$ cat config.mk
export PLATFORM = sky130hd
export DESIGN_NAME = dual_core_mem_arbiter
export DESIGN_NICKNAME = d
export VERILOG_FILES = /design/src/rtl/dual_core_mem_arbiter.sv
export SDC_FILE = /design/constraint.sdc
export NUM_CORES = 1
export LEC_CHECK = 0
export BUFFER_PORTS_ARGS = -buffer_cell sky130_fd_sc_hd__buf_2
export CORE_AREA = 2 2 120 122
export CTS_CLUSTER_SIZE = 20
export DETAILED_ROUTE_END_ITERATION = 7
export DIE_AREA = 0 0 122 124
export HOLD_SLACK_MARGIN = 0.02
export SETUP_SLACK_MARGIN = 0.4
export SLEW_MARGIN = 20
export SYNTH_ARGS = -nofsm -noshare
export SYNTH_HDL_FRONTEND = slang
export SYNTH_SLANG_ARGS = --single-unit
$ cat constraint.sdc
create_clock -name clk_i -period 2.4 [get_ports clk_i]
set_clock_uncertainty 0.1 [all_clocks]
set_input_delay 0.36 -clock clk_i [delete_from_list [all_inputs] [get_ports clk_i]]
set_output_delay 0.36 -clock clk_i [all_outputs]
set_load 0.03 [all_outputs]
$ cat src/rtl/dual_core_mem_arbiter.sv
`default_nettype none
// ============================================================================
// Module   : dual_core_mem_arbiter
// Purpose  : Round-robin arbiter sharing one single-port data RAM between two
//            cores, with a one-cycle read response and per-core stall counters.
// Revision : 1.0 - initial release
// ============================================================================
module dual_core_mem_arbiter #(
    parameter int ADDR_WIDTH = 32,
    parameter int DATA_WIDTH = 32,
    parameter int CNT_WIDTH  = 16
) (
    input  logic                                clk_i,
    input  logic                                rst_i,
    input  logic [1:0]                          core_req_i,
    input  logic [1:0]                          core_we_i,
    input  logic [1:0][DATA_WIDTH/8-1:0]        core_be_i,
    input  logic [1:0][ADDR_WIDTH-1:0]          core_addr_i,
    input  logic [1:0][DATA_WIDTH-1:0]          core_wdata_i,
    output logic [1:0]                          core_gnt_o,
    output logic [1:0]                          core_rvalid_o,
    output logic [DATA_WIDTH-1:0]               core_rdata_o,
    output logic                                mem_req_o,
    output logic                                mem_we_o,
    output logic [DATA_WIDTH/8-1:0]             mem_be_o,
    output logic [ADDR_WIDTH-1:0]               mem_addr_o,
    output logic [DATA_WIDTH-1:0]               mem_wdata_o,
    input  logic [DATA_WIDTH-1:0]               mem_rdata_i,
    output logic [1:0][CNT_WIDTH-1:0]           stall_cnt_o
);

    localparam logic [ADDR_WIDTH-1:0] c_align_mask = ~ADDR_WIDTH'(3);
    localparam logic [CNT_WIDTH-1:0]  c_cnt_max    = '1;

    logic       r_prio;
    logic       r_resp_valid;
    logic       r_resp_id;
    logic [1:0] w_req;
    logic       w_any;
    logic       w_winner;

    // Requests are masked during reset so no grant or RAM strobe escapes.
    always_comb begin
        w_req    = rst_i ? 2'b00 : core_req_i;
        w_any    = |w_req;
        w_winner = (&w_req) ? r_prio : w_req[1];
    end

    always_comb begin
        core_gnt_o = 2'b00;
        if (w_any) begin
            core_gnt_o[w_winner] = 1'b1;
        end
        mem_req_o   = w_any;
        mem_we_o    = core_we_i[w_winner];
        mem_be_o    = core_be_i[w_winner];
        mem_addr_o  = core_addr_i[w_winner] & c_align_mask;
        mem_wdata_o = core_wdata_i[w_winner];
    end

    always_ff @(posedge clk_i) begin
        if (rst_i) begin
            r_prio       <= 1'b0;
            r_resp_valid <= 1'b0;
            r_resp_id    <= 1'b0;
        end else begin
            r_resp_valid <= w_any;
            if (w_any) begin
                r_prio    <= ~w_winner;
                r_resp_id <= w_winner;
            end
        end
    end

    // A response registered just before reset must not surface during it.
    always_comb begin
        core_rvalid_o = 2'b00;
        if (r_resp_valid && !rst_i) begin
            core_rvalid_o[r_resp_id] = 1'b1;
        end
        core_rdata_o = mem_rdata_i;
    end

    for (genvar n = 0; n < 2; n++) begin : g_stall
        logic [CNT_WIDTH-1:0] r_cnt;

        always_ff @(posedge clk_i) begin
            if (rst_i) begin
                r_cnt <= '0;
            end else if (w_req[n] && !core_gnt_o[n] && (r_cnt != c_cnt_max)) begin
                r_cnt <= r_cnt + 1'b1;
            end
        end

        assign stall_cnt_o[n] = rst_i ? '0 : r_cnt;
    end

endmodule
`default_nettype wire
# ---- After elaboration in Yosys (flattened, before gate mapping)
# Cells that the tools add are included.
# Widths: inputs -> output; s select.
dict set report word_totals {
  regBits 35
  input_bits 174
  word_cells 44
}
dict set report classes {
  muxes 18
  reduce_logical 12
  n_lt_le_gt_ge 4
  bitwise 1
  eq_ne 2
  n_addsub 2
}
# cell n
set ops {}
lappend ops {{$mux 32} 4}
lappend ops {{$add 16x1->16 const B} 2}
lappend ops {{$mux 16} 2}
lappend ops {{$ne 16x16->1 const B} 2}
lappend ops {{$mux 4} 2}
lappend ops {{$logic_and 1x1->1} 7}
lappend ops {{$mux 2} 3}
lappend ops {{$mux 1} 5}
lappend ops {{$lt 1x2->1 const B} 2}
lappend ops {{$logic_not 1->1} 3}
lappend ops {{$demux 1 s1} 2}
lappend ops {{$ge 1x1->1 const B} 2}
lappend ops {{$reduce_and 2->1} 1}
lappend ops {{$reduce_or 2->1} 1}
lappend ops {{$not 1->1} 1}

# ---- Logic depth before layout (Yosys ltp)
dict set report depth {
  ltp_word 11
  depth_mapped 7
}

# ---- Worst setup path before layout
# Ideal clock, no wire load.
dict set report synth_timing {
  path_type {input to output}
  startpoint {input rst_i}
  endpoint {output core_gnt_o[0]}
  path_slack_ns -0.277
  path_buffers 3
  path_stages 7
  arrival_time_ns 2.217
  path_cell_list {clkbuf_1 > inv_1 > nand3_1 > buf_2 > buf_2 > inv_1 > nor3_1}
}
dict set report synth_via {
  elab_chain_len 8
}
# item line_no
set synth_lines {}
lappend synth_lines {{start: declaration} 14} ;# input logic rst_i,
lappend synth_lines {{$mux 2 (*)} 44} ;# w_req = rst_i ? 2'b00 : core_req_i;
lappend synth_lines {{$reduce_and 2->1} 46} ;# w_winner = (&w_req) ? r_prio : w_req[1];
lappend synth_lines {{$mux 1} 46}
lappend synth_lines {{$lt 1x2->1 (implied by the code) / $ge 1x1->1 (equally long branches)} 52} ;# core_gnt_o[w_winner] = 1'b1;
lappend synth_lines {{$logic_and 1x1->1 (implied by the code)} 52}
lappend synth_lines {{$mux 1 (implied by the code)} 52}
lappend synth_lines {{$demux 1 s1} 52}
lappend synth_lines {{$mux 2 (*)} 51} ;# if (w_any) begin
lappend synth_lines {{end: declaration} 20} ;# output logic [1:0] core_gnt_o,
# Mark *: on every way between the ends. The rest lies on a longest branch, timed or not.

# ---- Final worst setup path
dict set report layout_timing {
  startpoint {register r_prio}
  endpoint {output mem_wdata_o[0]}
}
dict set report layout_via {
  elab_chain_len 3
}
# item line_no
set layout_lines {}
lappend layout_lines {{start: declaration} 35} ;# logic r_prio;
lappend layout_lines {{start signal: assignment} 69} ;# r_prio <= ~w_winner;
lappend layout_lines {{$mux 1} 46}
lappend layout_lines {{$mux 32 (implied by the code) (2 in a row)} 58} ;# mem_wdata_o = core_wdata_i[w_winner];
lappend layout_lines {{end: declaration} 27} ;# output logic [DATA_WIDTH-1:0] mem_wdata_o,
# Every way passes these cells. The select of a mux whose other input is x is not followed.

==> results.yml <==
status:
  status: "completed"
logic_synthesis:
  yosysWarningCount: 0
  netlist.area_leader.share_pct: 33.7
  synth_ff_type: "dfxtp_1"
  netlist_area_um2: 3010
  yosys.cell_types.count: 40
  synth_cells: 346
  synth_area_per_cell_um2: 8.69
  synth-edff-count: 0
  synth_area_leaders: "mux2_2, dfxtp_1, buf_4, nor2b_1, nor2_1"
  ys_ff_latch: 35
  synth_seq_area_share_pct: 23.3
  synth_area_leader_cell: "mux2_2"
  ys_async_sr_fraction_pct: 0
route:
  drt.antenna.violating_nets: 0
  routedWlPerCell_um: 16.7
  dr.pass1.iters: 4
  num_vias: 3373
  viasPerCell: 4.47
  drc: 0
  wl_um: 12600
  drtIter0Drc: 95
power_and_ir_drop:
  p_int_mw: 1.42
  seqPwrFrac_pct: 28.6
  p_clk_share_pct: 30.5
  p_leak_nw: 2.65
  p_per_area_nw_per_um2: 377
  switching_share_pct: 31.4
  p_sw_uw: 650
  combPwrFrac_pct: 40.9
  vdd_drop_max_uv: 209
floorplan:
  start_util_pct: 21.9
  core.rowCount: 43
  die_area_um2: 15100
  core_area_um2: 13700
  io_pins: 312
  die_x_um: 122
  die_h_um: 124
clock_tree:
  path_clk_slew_ns: 0.05
  cts_made_buffers: 5
  clock-sinks: 35
  clk_latency_ns: 0.27
  cts_tree: "yes"
  root_buffer: "clkbuf_16"
  cts-htree-levels: 2
  clockBufferDepth: 2
grt:
  grt_pass1_vias: 3195
  grt_first_pass_wirelength_um: 17300
  grt_max_degree: 31
  antenna_found_initial: 1
  track_usage_pct: 14.9
  grt_overflow: 0
finish:
  num_antenna_cells: 0
  drive_gt1_share_pct: 69.7
  multiInputGateArea_um2: 2280
  nFillCells: 1411
  nNetsFinal: 751
  utilization_pct: 40.1
  area_delta_synth_final_pct: 82.8
  final-seq-area_um2: 704
worst_setup_path:
  timing.setup.critical_path_class: "flop to output pin"
  cp.arrival_ns: 1.79
  worstSetupEndpointType: "output pin"
  start_kind: "flop"
  worstPathRequired_ns: 1.94
  path_max_fanout: 8
  worstRegToRegCells: 6
timing:
  hold_viol: 0
  rsz0062_at_grt: "yes"
  layout_setup_ws_ns: 0.153
  fin_setup_tns_ns: 0
  min_period_over_period_pct: 93.6
  drv_slew: 0
  timing.slew.headroom_pct: 64.3
  max_freq_ghz: 0.445
  setup-violations-final: 0
  period_minus_slack_ns: 2.25
  worstMarginPinSlew_ns: 0.534
min_path:
  min_path_cells: 2
  holdCritPathClass: "input port to flop"
place:
  pre_cts_ws_ns: 0.162
  port_buffers: 241
  gp_congestion: 0.889
  hpwl_um: 9530
flow_run:
  drv_cap: 0
critical path: stages (launching register included):
cell       delay [ns]
dfxtp_4          0.34
or2b_1           0.26
nand3_4          0.11
buf_12           0.15
clkbuf_16        0.15
mux2_2           0.35
buf_6            0.14
cells by family after synthesis:
kind of cell | Yosys count | share of synthesized area, %
fa+ha+maj | 2 | 0.832
mux | 91 | 34.0
other cells | 1 | 0.125
compound gates | 30 | 6.82
simple gates | 124 | 22.4
flops | 35 | 23.3
buf+inv | 63 | 12.5
sequential cells by signal, indices dropped and copies added, names as in the netlist:
signal	cells
r_resp_id	1
r_resp_valid	1
r_prio	1
g_stall.r_cnt	32
synthesized netlist by cell type, drive strengths merged, types with 2 or more instances:
master	instances
o41ai	2
a21oi	10
nor2	33
a211oi	8
buf	46
o21ai	2
nand3	14
dfxtp	35
nand2b	2
and3	2
inv	12
ha	2
and4	4
nor4	8
nor2b	27
o311ai	2
nor3	6
a2111oi	2
nand4	3
clkbuf	5
o31ai	3
or3	4
nand2	12
mux2	90
path summary, 6_finish.rpt:
kind,start,to,slack (ns)
worst max-delay path,r_prio$_SDFFE_PP0N_,mem_wdata_o[0],0.15
worst min-delay path,rst_i,r_prio$_SDFFE_PP0N_,0.29
worst max register to register,r_prio$_SDFFE_PP0N_,g_stall[0].r_cnt[13]$_SDFFE_PP0P_,0.37
worst min register to register,g_stall[0].r_cnt[8]$_SDFFE_PP0P_,g_stall[0].r_cnt[8]$_SDFFE_PP0P_,0.39
cell type report:
type	instances	area share, %
sequential	35	12.8
tap	180	4.10
clock buffer	6	2.53
clock inverter	1	0.0910
multi-input combinational	249	41.5
inverter	12	0.887
timing repair buffer	272	38.1
power groups by stage:
| stage | Combinational [mW] | Clock, mW | Sequential, mW |
|---|---|---|---|
| 2_1_floorplan | 0.474 | 0 | 0.604 |
| 3_3_place_gp | 0.615 | 0 | 0.605 |
| 3_5_place_dp | 0.618 | 0 | 0.605 |
| 4_1_cts | 0.734 | 0.654 | 0.591 |
| 5_1_grt | 0.883 | 0.679 | 0.593 |
| 6_report | 0.847 | 0.632 | 0.592 |
metrics by stage:
step                hold slack, ns  power, mW  std cells  area, µm²
finish                       0.291       2.07        755       5500
global route                 0.322       2.15        755       5500
CTS                          0.293       1.98        747       4890
detailed placement           0.384       1.22        729       4280
global placement             0.386       1.22        729       4280
floorplan                    0.349       1.08        347       3040
metal layers:
layer	global-route usage, %	part of all wire (%)
met3	1.74	4.8
met2	27.0	52
met4	6.54	3.2
met5	0	0.10
met1	17.7	40
repair_timing:
item / in CTS / in global routing
gates resized for setup: 109 / 112
gates cloned: 3 / 5
setup endpoints to repair: 74 / 90
buffers inserted: 8 / 3
pin swaps: 1 / 3
hold endpoints to repair: 0 / 0
hold buffers: 0 / 0
cell usage in the layout, fill, tap and decap left out, types with 3 or more instances in the layout:
master	Yosys	routed
buf_2	6	172
buf_6	0	72
mux2_2	90	50
mux2_4	0	40
dfxtp_1	35	34
nor2_1	33	32
nor2b_1	27	26
buf_4	35	14
nand2_1	12	12
nand3_1	14	12
inv_1	12	11
clkbuf_16	0	10
a21oi_1	10	8
a211oi_1	8	6
nor4_2	1	5
buf_12	0	4
nor3_2	0	3
and4_1	3	3
nor4_4	0	3
o31ai_1	3	3
or3_1	4	3
nand4_1	3	3
buf_16	0	3
(Power assumes the default switching activity.)
